$ cat config.mk
export PLATFORM = sky130hd
export DESIGN_NAME = frame_tick_rx
export DESIGN_NICKNAME = d
export VERILOG_FILES = /design/src/rtl/frame_tick_rx.sv
export SDC_FILE = /design/constraint.sdc
export NUM_CORES = 1
export LEC_CHECK = 0
export ABC_CLOCK_PERIOD_IN_PS = 3400
export CORE_MARGIN = 3
export CORE_UTILIZATION = 35
export DETAILED_ROUTE_END_ITERATION = 10
export PLACE_DENSITY = 0.63
export SLEW_MARGIN = 20
export SYNTH_ARGS = -nofsm -noshare
export SYNTH_HDL_FRONTEND = slang
export SYNTH_SLANG_ARGS = --single-unit
$ cat constraint.sdc
create_clock -name clk -period 3.4 [get_ports clk]
set_input_delay 0.68 -clock clk [delete_from_list [all_inputs] [get_ports clk]]
set_output_delay 0.68 -clock clk [all_outputs]
set_load 0.1 [all_outputs]
$ cat src/rtl/frame_tick_rx.sv
// frame_tick_rx: brings a slow free-running frame clock (e.g. ~60 Hz vsync) into the clk domain,
//   strobes once per rising edge, measures the edge-to-edge period and tracks lock/loss.
// Latency: outputs for an edge are visible after clk edge k+2, where k first samples tick_in=1.
// Backpressure: none; strobes are unconditional single-cycle pulses, consumers must sample them.
//
// Ports:
//   clk, rst      system clock, asynchronous active-high reset
//   tick_in       asynchronous slow frame clock
//   frame_pulse   one-cycle strobe per detected rising edge
//   frame_cnt     detected-edge count, wraps at 16 bits
//   period        last measured edge-to-edge interval in clk cycles
//   period_valid  one-cycle strobe when period updates
//   locked        input stable within tolerance for LOCK_COUNT consecutive periods
//   lost          sticky timeout flag, cleared by the next detected edge
module frame_tick_rx #(
  parameter int unsigned NOMINAL    = 1666666,
  parameter int unsigned TOL        = 16384,
  parameter int unsigned TIMEOUT    = 2000000,
  parameter int unsigned LOCK_COUNT = 4
) (
  input  logic        clk,
  input  logic        rst,
  input  logic        tick_in,
  output logic        frame_pulse,
  output logic [15:0] frame_cnt,
  output logic [31:0] period,
  output logic        period_valid,
  output logic        locked,
  output logic        lost
);

  localparam int unsigned       GOOD_W    = (LOCK_COUNT < 2) ? 1 : $clog2(LOCK_COUNT + 1);
  localparam logic [31:0]       CYC_LAST  = 32'(TIMEOUT - 1);
  localparam logic [31:0]       CYC_SAT   = 32'(TIMEOUT);
  localparam logic [33:0]       NOM_W     = 34'(NOMINAL);
  localparam logic [33:0]       TOL_W     = 34'(TOL);
  localparam logic [GOOD_W-1:0] GOOD_LOCK = GOOD_W'(LOCK_COUNT);

  typedef enum logic [1:0] {
    ST_IDLE,
    ST_MEASURE,
    ST_LOCKED
  } state_t;

  // Synchroniser, history and arming flops
  logic s0_q, s1_q, h_q;
  logic fill_q;
  logic armed_q, armed_d;

  // Measurement / FSM state
  state_t              state_q, state_d;
  logic [GOOD_W-1:0]   good_cnt_q, good_cnt_d;
  logic [31:0]         cyc_cnt_q, cyc_cnt_d;

  // Registered outputs
  logic                frame_pulse_q, frame_pulse_d;
  logic [15:0]         frame_cnt_q, frame_cnt_d;
  logic [31:0]         period_q, period_d;
  logic                period_valid_q, period_valid_d;
  logic                locked_q, locked_d;
  logic                lost_q, lost_d;

  logic                rise_det;
  logic [31:0]         meas;
  logic [33:0]         meas_w;
  logic                in_tol;

  always_comb begin
    // The synchroniser resets to 0, so a tick_in already high at reset release would look
    // like a rise. Edges are only accepted once a genuine low has been sampled; fill_q marks
    // that s0_q holds a real sample rather than its reset value.
    armed_d  = armed_q | (fill_q & ~s0_q);
    rise_det = s1_q & ~h_q & armed_q;

    meas   = cyc_cnt_q + 32'd1;
    meas_w = {2'b00, meas};
    // |meas - NOMINAL| <= TOL as two ordered compares in a wider width, so nothing wraps.
    in_tol = ((meas_w + TOL_W) >= NOM_W) && (meas_w <= (NOM_W + TOL_W));

    state_d        = state_q;
    good_cnt_d     = good_cnt_q;
    frame_pulse_d  = 1'b0;
    period_valid_d = 1'b0;
    frame_cnt_d    = frame_cnt_q;
    period_d       = period_q;
    lost_d         = lost_q;

    if (rise_det) begin
      cyc_cnt_d = 32'd0;
    end else if (cyc_cnt_q == CYC_SAT) begin
      cyc_cnt_d = cyc_cnt_q;
    end else begin
      cyc_cnt_d = cyc_cnt_q + 32'd1;
    end

    if (rise_det) begin
      frame_pulse_d = 1'b1;
      frame_cnt_d   = frame_cnt_q + 16'd1;
      lost_d        = 1'b0;
      case (state_q)
        ST_IDLE: begin
          // First edge only starts the measurement; there is no prior edge to measure from.
          state_d    = ST_MEASURE;
          good_cnt_d = '0;
        end
        ST_MEASURE: begin
          period_d       = meas;
          period_valid_d = 1'b1;
          if (in_tol) begin
            good_cnt_d = good_cnt_q + GOOD_W'(1);
            if ((good_cnt_q + GOOD_W'(1)) == GOOD_LOCK) begin
              state_d = ST_LOCKED;
            end
          end else begin
            good_cnt_d = '0;
          end
        end
        ST_LOCKED: begin
          period_d       = meas;
          period_valid_d = 1'b1;
          if (!in_tol) begin
            state_d    = ST_MEASURE;
            good_cnt_d = '0;
          end
        end
        default: begin
          state_d    = ST_IDLE;
          good_cnt_d = '0;
        end
      endcase
    end else if ((state_q != ST_IDLE) && (cyc_cnt_q == CYC_LAST)) begin
      // An edge in the same cycle takes the branch above, so it always beats the timeout.
      state_d    = ST_IDLE;
      lost_d     = 1'b1;
      good_cnt_d = '0;
    end

    locked_d = (state_d == ST_LOCKED);
  end

  always_ff @(posedge clk or posedge rst) begin
    if (rst) begin
      s0_q           <= 1'b0;
      s1_q           <= 1'b0;
      h_q            <= 1'b0;
      fill_q         <= 1'b0;
      armed_q        <= 1'b0;
      state_q        <= ST_IDLE;
      good_cnt_q     <= '0;
      cyc_cnt_q      <= 32'd0;
      frame_pulse_q  <= 1'b0;
      frame_cnt_q    <= 16'd0;
      period_q       <= 32'd0;
      period_valid_q <= 1'b0;
      locked_q       <= 1'b0;
      lost_q         <= 1'b0;
    end else begin
      s0_q           <= tick_in;
      s1_q           <= s0_q;
      h_q            <= s1_q;
      fill_q         <= 1'b1;
      armed_q        <= armed_d;
      state_q        <= state_d;
      good_cnt_q     <= good_cnt_d;
      cyc_cnt_q      <= cyc_cnt_d;
      frame_pulse_q  <= frame_pulse_d;
      frame_cnt_q    <= frame_cnt_d;
      period_q       <= period_d;
      period_valid_q <= period_valid_d;
      locked_q       <= locked_d;
      lost_q         <= lost_d;
    end
  end

  assign frame_pulse  = frame_pulse_q;
  assign frame_cnt    = frame_cnt_q;
  assign period       = period_q;
  assign period_valid = period_valid_q;
  assign locked       = locked_q;
  assign lost         = lost_q;

endmodule

==> results of run 1 <==
## timing repair
action                                  in CTS  in global routing
setup buffers                                5                  2
resized for setup                            2                 14
endpoints found under the setup margin       6                  6
pin swaps                                    4                  4
hold endpoints to repair                     0                  0
## cell usage after synthesis (4+ instances only)
cell type | count | share of area, %
buf_1 | 4 | 0.29
nor2_1 | 59 | 4.2
nor3b_1 | 4 | 0.57
nor4b_1 | 5 | 0.83
xor2_1 | 16 | 2.7
nand3_1 | 24 | 2.3
and4_1 | 4 | 0.67
or3_1 | 5 | 0.59
clkbuf_1 | 23 | 1.6
buf_2 | 5 | 0.48
a31oi_1 | 4 | 0.48
xnor2_1 | 32 | 5.3
nor4_1 | 23 | 2.7
ha_1 | 13 | 3.1
inv_1 | 18 | 1.3
nor3_1 | 15 | 1.4
dfrtp_1 | 94 | 45
nand2_1 | 78 | 5.6
nand4_1 | 16 | 1.9
a21oi_1 | 13 | 1.2
and3_1 | 10 | 1.2
and2_1 | 6 | 0.71
a21o_1 | 4 | 0.57
o31ai_1 | 4 | 0.57
o21ai_0 | 42 | 4.0
## state kept, by name, indices dropped and copies added (netlist names)
signal / flops
good_cnt_q: 3
h_q: 1
s0_q: 1
fill_q: 1
frame_pulse: 1
s1_q: 1
state_q: 2
frame_cnt: 16
period: 32
armed_q: 1
locked: 1
period_valid: 1
cyc_cnt_q: 32
lost: 1
## worst reg2reg max path, delay by kind of cell (launching register included)
kind	cells	cell delay, ps
and+or+nand+nor	6	1910
buffers and inverters	2	350
AOI/OAI and AO/OA	5	630
adders and majority gates	1	170
DFF	1	400
## routing by layer
metal | share of wire [%] | up-vias | global-route usage, % | wire length, µm
li1 | - | 2265 | - | -
met3 | 5.2 | 26 | 4.36 | 736
met1 | 46 | 2261 | 23.5 | 6520
met4 | 1.9 | 0 | 4.94 | 265
met2 | 47 | 126 | 29.1 | 6740
met5 | 0 | - | 0 | 0
## metrics by stage
step | setup TNS (ps) | instance area, µm²
after floorplan | -549 | 5260
after global placement | -160 | 6340
after detailed placement | -627 | 6340
after CTS | -512 | 6700
after global routing | -1130 | 6790
final | -607 | 6790
## area by class of cell
type                    count  area [µm²]
clock buffers               9         225
clock inverters             7        81.3
fillers                  1412        7800
inverters                  18        68.8
multi-input cells         432        2770
flip-flops and latches     94        2350
well taps                 184         230
repair buffers            138        1060
## worst min path at each step
stage	slack (ps)	to	cells past startpoint
after floorplan	350	h_q	0
after global placement	360	h_q	0
after detailed placement	370	s1_q	0
after CTS	380	s1_q	0
after global routing	390	s1_q	0
final	380	s1_q	0
## kinds of logic after synthesis
group | Yosys count | share of synthesized area (%)
AND/OR/NAND/NOR | 269 | 26.6
AO/OA/AOI/OAI | 99 | 12.8
flip-flops | 94 | 44.7
buffers and inverters | 54 | 4.33
XOR/XNOR | 48 | 8.00
adder cells (fa/ha/maj) | 13 | 3.09
multiplexers | 2 | 0.405
other | 1 | 0.0713
## power by group
| group | leakage [µW] | internal [µW] | total, µW | switching [µW] |
|---|---|---|---|---|
| clock | 0.000152 | 582 | 1050 | 466 |
| combinational | 0.00165 | 256 | 946 | 691 |
| sequential | 0.00127 | 1200 | 1280 | 85.9 |
==> results.toml, run 1 <==
[critical_path]
cp.arrival_ps = 3800
crit_path_start_kind = "flip-flop"
max_stage_delay_ps = 540
reg2reg_depth = 14
reg2reg_to = "good_cnt_q[0]"
crit_path_end = "good_cnt_q[0]"
crit_start = "cyc_cnt_q[1]"
crit_family = "simple AND/OR/NAND/NOR gates"
critPathKind = "reg2reg"
cp-end-kind = "flip-flop"
reg2reg_slack_ps = -170
crit_slowest_cell = "or4_4"
path_depth = 14
crit_buf_inv = 2
timing.rr.start = "cyc_cnt_q[1]"
cp_cell_sequence = "ha_4 > nand2_4 > or4_4 > or4_4 > buf_4 > o211ai_1 > a2bb2oi_4 > and2_4 > nor4_1 > a31oi_2 > nor4_4 > buf_4 > a2bb2oi_2 > o41ai_2"
critPathRequiredTime_ps = 3630
worstPathMaxFanout = 4

[global_routing]
grt_overflow = 0
grt_pass1_wl_um = 23500
grt_pass1_vias = 4631
grt_max_degree = 66
grt.total_usage_pct = 17.7
antenna_found_initial = 0

[sta]
finalClockSkew_ps = 12.5
finalSetupViolCount = 6
worst_slew_pin_slew_ps = 967
setup_ws_ps = -169
fin_hold_ws_ps = 380
fin_crit_sh_pct = 105
slew_headroom_pct = 35.3
hold_viol_final = 0
period_needed_ps = 3570
fmax_ghz = 0.280
grt_setup_unrepaired = "yes"
slew_viol_final = 0

[logic_synthesis]
synth.net_count = 596
synth_warnings = 0
seq_area_frac_synth_pct = 44.7
avgSynthCellArea_um2 = 9.06
synth_cell_type_count = 68
synth_edf_count = 0
ys_ff_latch = 94
synth_top_flop_cell = "dfrtp_1"
synth_cells = 580
syn-cell-area_mm2 = 0.00526
synthArstFlopShare_pct = 100

[floorplanning]
die_x_um = 129
core_area_mm2 = 0.0146
initial_utilization_pct = 36.0
rows = 44
chipHeight_um = 129
die_area_mm2 = 0.0165
boundaryPins = 55

[power_and_ir_drop]
p_per_area_mw_per_mm2 = 483
worst_ir_drop_vdd_v = 0.000506
power_uw = 3280
power.leakage_uw = 0.00308

[layout]
antenna_cells = 0
stdcell_count = 882
utilization_pct = 46.5
layout_commonest_cell = "buf_4"
layout-drive-gt1-share_pct = 26.2
area_growth_pct = 29.1
final_cell_mix = "133 x buf_4, 93 x dfrtp_1, 77 x nand2_1"
fin_nets = 709

[detailed_routing]
drt_iter0_markers = 295
viasPerCell = 5.30
vias = 4678
drtPass1Iterations = 5
ant_nets = 0
drt_wl_total_um = 14300
drc = 0
avgRoutedWirePerCell_um = 16.2

[run]
maxCapViolCount = 0

[cts]
clkSinkCount = 94
holdBufCountCts = 0
cts_htree_levels = 3
clockBufferDepth = 2
insertion_delay_ps = 360
cts_root_buf = "clkbuf_16"
cts_buffers = 9
cts_tree = "yes"
clkTransAtPathRegs_ps = 70

[status]
violations = "negative setup slack"
outcome = "complete, but fails checks"

[placed_design]
place_congestion = 0.928
hpwl_um = 10500
pre_cts_ws_ps = -169
portBuffers = 54
placed_cells = 859

[worst_hold_path]
hold_path_startpoint = "s0_q"
min_path_type = "reg2reg"
Power figures use the tool's default switching activity.
==> run 2, diff against run 1 <==
--- a/config.mk
+++ b/config.mk
@@ -7,10 +7,10 @@
 export LEC_CHECK = 0
 export ABC_CLOCK_PERIOD_IN_PS = 3400
 export CORE_MARGIN = 3
-export CORE_UTILIZATION = 35
+export CORE_UTILIZATION = 52
 export DETAILED_ROUTE_END_ITERATION = 10
-export PLACE_DENSITY = 0.63
-export SLEW_MARGIN = 20
+export PLACE_DENSITY = 0.82
+export SLEW_MARGIN = 0
 export SYNTH_ARGS = -nofsm -noshare
 export SYNTH_HDL_FRONTEND = slang
 export SYNTH_SLANG_ARGS = --single-unit
==> run 2 against run 1 <==
Compared with the run above: the flow still finishes with violations (negative setup slack); via count rose by 3.5%; combinational power is 0.4% higher; global-route usage is 7.9 points higher; fmax grew 1.8%; critical path depth unchanged; sequential share of layout area up 1.1 points; sequential power hardly changed; clock-buffer cell count increased by 1; cell area fell by 3.0%; register-to-register slack gained 60 ps; flip-flop and latch count did not move; clock power down 18%; largest power group unchanged.
==> results.toml, run 2 (synthesis gave the netlist of run 1 again) <==
[run]
maxCapViolCount = 0

[layout]
layout-drive-gt1-share_pct = 26.0
layout_commonest_cell = "buf_4"
design_area_mm2 = 0.00658
fill_cells = 824
multi_input_area_mm2 = 0.00281
final_cell_mix = "119 x buf_4, 93 x dfrtp_1, 77 x nand2_1"
fin_nets = 696
antenna_cells = 0
area_growth_pct = 25.2
ff_latch_area_mm2 = 0.00235

[critical_path]
cp-end-kind = "flip-flop"
crit_path_start_kind = "flip-flop"
critPathRequiredTime_ps = 3670
worstPathMaxFanout = 4
cp.arrival_ps = 3780
critPathKind = "reg2reg"

[power_and_ir_drop]
switching_share_pct = 38.9
power_uw = 3090
power_frac_clock_pct = 27.7
p_seq_share_pct = 41.6
p_int_uw = 1890
switchingPower_uw = 1200
power.leakage_uw = 0.00295
worst_ir_drop_vdd_v = 0.000528
pwr-share-comb_pct = 30.7
p_per_area_mw_per_mm2 = 470

[floorplanning]
initial_utilization_pct = 53.5
die_area_mm2 = 0.0114
boundaryPins = 55
rows = 36
die_x_um = 107
core_area_mm2 = 0.00982
chipHeight_um = 107

[cts]
clockBufferDepth = 2
cts_htree_levels = 3
clkSinkCount = 94
insertion_delay_ps = 390
cts_tree = "yes"
clkTransAtPathRegs_ps = 100
cts_root_buf = "clkbuf_8"
cts_buffers = 9
holdBufCountCts = 0

[sta]
setup_ws_ps = -106
fmax_ghz = 0.285
finalSetupViolCount = 4
slew_headroom_pct = 33.1
period_needed_ps = 3510
grt_setup_unrepaired = "yes"
hold_viol_final = 0
fin_hold_ws_ps = 381
slew_viol_final = 0
worst_slew_pin_slew_ps = 1000
finalClockSkew_ps = 10.4
fin_crit_sh_pct = 103

[detailed_routing]
avgRoutedWirePerCell_um = 17.2
ant_nets = 0
drc = 0
viasPerCell = 5.92
drt_wl_total_um = 14000
drtPass1Iterations = 5
drt_iter0_markers = 438
vias = 4843

[status]
outcome = "complete, but fails checks"
violations = "negative setup slack"

[global_routing]
grt_max_degree = 66
antenna_found_initial = 0
grt_pass1_vias = 4605
grt_overflow = 0
grt_pass1_wl_um = 23100
grt.total_usage_pct = 25.6

[worst_hold_path]
min_path_type = "reg2reg"

[placed_design]
portBuffers = 54
place_congestion = 0.929
placed_cell_area_mm2 = 0.00618
hpwl_um = 10100
==> run 2: cell types whose count changed in the layout (fill, tap and decap cells not counted), moves of 2 or more <==
cell / previous run / this run
clkbuf_16: 9 / 0
buf_4: 133 / 119
clkbuf_8: 0 / 10
nor4_2: 3 / 5
==> run 2: metal layers <==
layer  part of all wire [%]  vias up  track usage [%]
met5                      0        -                0
met4                    2.7        0             10.5
met3                    6.5       37             3.76
met2                     48      215             42.1
met1                     42     2346             34.0
li1                       -     2245                -
==> run 2: final timing paths <==
check                                  start             to  slack (ps)  cells after the start
worst max-delay path            cyc_cnt_q[0]  good_cnt_q[0]        -110                     14
worst min-delay path                    s0_q           s1_q         380                      0
worst max register to register  cyc_cnt_q[0]  good_cnt_q[0]        -110                     14
worst min register to register          s0_q           s1_q         380                      0
max in group asynchronous                rst   cyc_cnt_q[6]        2190                      3
min in group asynchronous                rst   frame_cnt[3]         780                      3
==> run 2: through the flow <==
stage,util [%],setup WS [ps],std cells,setup TNS (ps)
after floorplan,-,-144,580,-549
after global placement,62.9,-16.2,796,-16.2
after detailed placement,62.9,-115,796,-398
after CTS,66.2,-111,819,-381
after global routing,67.0,-233,818,-1050
final,67.0,-106,818,-358
==> run 2: layout make-up <==
type                       count  area share (%)
multi-input combinational    432            42.7
sequential                    94            35.7
timing repair buffer         125            14.5
tap                          133            2.53
clock buffer                  10            2.09
clock inverter                 6            1.43
inverter                      18            1.05
==> run 2: repair_timing <==
item,CTS,global route
endpoints found under the setup margin,5,6
buffers inserted,7,0
pin swaps,8,8
resized for setup,7,18
==> run 2: power by group through the flow <==
stage	sequential, µW	clock, µW	combinational [µW]
final	1290	856	950
after CTS	1280	877	938
after global placement	1300	0	894
after detailed placement	1310	0	912
after global routing	1300	920	998
after floorplan	1690	0	296
==> run 2: critical path, stage by stage (launching register included) <==
cell       delay (ps)
dfrtp_1           410
ha_4              170
nand2_4            60
or4_4             440
or4_4             510
or3b_4            410
buf_6             130
a2bb2oi_4         130
and2_4            180
a31o_1            150
a31oi_2           120
nor4_4            280
buf_4             180
a2bb2oi_2         150
o41ai_2            80
==> run 3, diff against run 2 <==
--- a/config.mk
+++ b/config.mk
@@ -5,11 +5,12 @@
 export SDC_FILE = /design/constraint.sdc
 export NUM_CORES = 1
 export LEC_CHECK = 0
-export ABC_CLOCK_PERIOD_IN_PS = 3400
+export ABC_AREA = 1
+export ABC_CLOCK_PERIOD_IN_PS = 4150
 export CORE_MARGIN = 3
-export CORE_UTILIZATION = 52
+export CORE_UTILIZATION = 60
 export DETAILED_ROUTE_END_ITERATION = 10
-export PLACE_DENSITY = 0.82
+export PLACE_DENSITY = 0.88
 export SLEW_MARGIN = 0
 export SYNTH_ARGS = -nofsm -noshare
 export SYNTH_HDL_FRONTEND = slang
==> constraint.sdc (replaced) <==
create_clock -name clk -period 4.15 [get_ports clk]
set_input_delay 0.83 -clock clk [delete_from_list [all_inputs] [get_ports clk]]
set_output_delay 0.83 -clock clk [all_outputs]
set_load 0.1 [all_outputs]
==> run 3 against run 2 <==
Compared with the run above: the flow now finishes without violations; register-to-register slack improved by 660 ps; die area fell by 5.9%; cell count rose by 20%; sequential share of layout area barely moved; largest cell class unchanged; cell area fell by 0.19%; area after synthesis rose by 8.2%; global-route usage rose by 6.9 points.
==> results.toml, run 3 <==
[cts]
cts_buffers = 9
clkSinkCount = 94
cts_root_buf = "clkbuf_8"
holdBufCountCts = 0
cts_tree = "yes"
insertion_delay_ps = 360
cts_htree_levels = 3
clockBufferDepth = 2
ctsResizeCount = 0
clkTransAtPathRegs_ps = 110
postCtsSetupRepairBufs = 0

[logic_synthesis]
synthArstFlopShare_pct = 100
synth.top_cell.area_share_pct = 41.3
synth_edf_count = 0
avgSynthCellArea_um2 = 7.17
synthTopCellsByArea = "dfrtp_1 41%, nand2_1 17%, nor2_1 6.2%, inv_1 5.7%, nand3_1 4.7%"
synth_cell_type_count = 35
seq_area_frac_synth_pct = 41.3
synth.net_count = 810
syn-cell-area_mm2 = 0.00569
yosysTopAreaCell = "dfrtp_1"
synth_cells = 794
synth_warnings = 0
synth_most_common_cell = "nand2_1"
synthTopCellsByCount = "258 x nand2_1, 94 x dfrtp_1, 94 x nor2_1"
synth_top_flop_cell = "dfrtp_1"
ys_ff_latch = 94

[sta]
slew_viol_final = 0
finalClockSkew_ps = 12.7
worst_slew_pin_slew_ps = 1070
finalSetupViolCount = 0
fmax_ghz = 0.278
setup-tns-final_ps = 0
period_needed_ps = 3600
slew_headroom_pct = 28.6
fin_crit_sh_pct = 86.7
hold_viol_final = 0
grt_setup_unrepaired = "no"

[global_routing]
grt_max_degree = 66
antenna_found_initial = 0
grt-busiest-layer = "met2"
grt_pass1_vias = 5350
grt_pass1_wl_um = 26500
grt_util_met3_pct = 6.10
grt_overflow = 0
grt_use_met2_pct = 51.6
grt.total_usage_pct = 32.5
gr-usage-met1_pct = 43.7

[detailed_routing]
viasPerCell = 5.62
drt_iter0_markers = 307
vias = 5524
avgRoutedWirePerCell_um = 16.7
drtPass1Iterations = 5
drt_wl_total_um = 16400
ant_nets = 0
drc = 0

[floorplanning]
initial_utilization_pct = 63.4
boundaryPins = 55
chipHeight_um = 103
die_x_um = 103
rows = 34
core_area_mm2 = 0.00898
die_area_mm2 = 0.0107

[status]
outcome = "finished, final reports clean"

[placed_design]
place_congestion = 0.978
placed_cell_area_mm2 = 0.00638
hpwl_um = 12700
portBuffers = 54
placed_cells = 967

[power_and_ir_drop]
power.leakage_uw = 0.00307
worst_ir_drop_vdd_v = 0.000569
p_per_area_mw_per_mm2 = 349
power_uw = 2300

[layout]
antenna_cells = 0
area_growth_pct = 15.5
multi_input_area_mm2 = 0.00294
fill_cells = 703
utilization_pct = 73.2
stdcell_count = 983
layout_commonest_cell = "nand2_1"
ff_latch_area_mm2 = 0.00235
final_cell_mix = "257 x nand2_1, 94 x nor2_1, 94 x dfrtp_1"
fin_nets = 868
design_area_mm2 = 0.00657
layout-drive-gt1-share_pct = 11.3

[run]
maxCapViolCount = 0

[critical_path]
reg2reg_slack_ps = 550
critPathRequiredTime_ps = 4460
crit_path_start_kind = "flip-flop"
worstPathMaxFanout = 7
cp.arrival_ps = 3900
critPathKind = "reg2reg"
cp-end-kind = "flip-flop"

[worst_hold_path]
min_path_type = "reg2reg"
run 3: layer usage:
layer  share of wire (%)  routed length, µm  vias up
met4                 3.7                609        0
met2                  46               7590      275
met5                   0                  0        -
met3                 7.4               1210       46
met1                  43               7010     2598
li1                    -                  -     2605
run 3: path summary, 6_finish.rpt:
check | end | cells after the start | from
max in group asynchronous | cyc_cnt_q[9] | 3 | rst
hold / removal | h_q | 0 | s1_q
setup / recovery | good_cnt_q[0] | 24 | cyc_cnt_q[0]
setup reg to reg | good_cnt_q[0] | 24 | cyc_cnt_q[0]
hold reg to reg | h_q | 0 | s1_q
min in group asynchronous | period[18] | 2 | rst
run 3: area by class of cell:
cell class / count / share of cell area (%)
multi-input cells: 592 / 44.7
flip-flops and latches: 94 / 35.8
repair buffers: 57 / 8.57
inverters: 98 / 5.62
well taps: 126 / 2.40
clock buffers: 9 / 1.88
clock inverters: 7 / 0.990
run 3: where the power goes:
part           internal [µW]  switching (µW)
Combinational            144             508
Sequential               979            67.3
Clock                    232             366
run 3: stage by stage:
step / hold slack [ps] / setup WS, ps
final: 393 / 554
after detailed placement: 367 / 655
after global routing: 409 / 178
after CTS: 393 / 620
after floorplan: 349 / 871
after global placement: 359 / 785
run 3: kinds of logic (layout without fill, tap and decap cells):
| logic type | count (synthesis) | count (layout) | synth area share (%) |
|---|---|---|---|
| xor+xnor | 14 | 14 | 2.16 |
| compound gates | 55 | 55 | 5.26 |
| other cells | 1 | 1 | 0.0659 |
| buf+inv | 108 | 171 | 7.13 |
| simple gates | 509 | 509 | 41.2 |
| fa+ha+maj | 13 | 13 | 2.86 |
| flops | 94 | 94 | 41.3 |
run 3: critical path: stages (launching register included):
cell,delay (ps)
dfrtp_1,500
ha_1,260
nand2_1,130
nor2_2,150
nand2_1,110
o21ai_0,270
nand2_2,200
inv_1,190
ha_1,180
nand3_1,80
nor2_1,120
nand2_1,50
nor2_1,80
nand3_1,90
nor2_1,120
nor2_1,70
a21oi_1,200
nor2_2,70
nand3_2,110
nand2_2,70
nor2_4,110
nand2_1,110
nor2_4,140
nand2_1,60
nand2_1,60
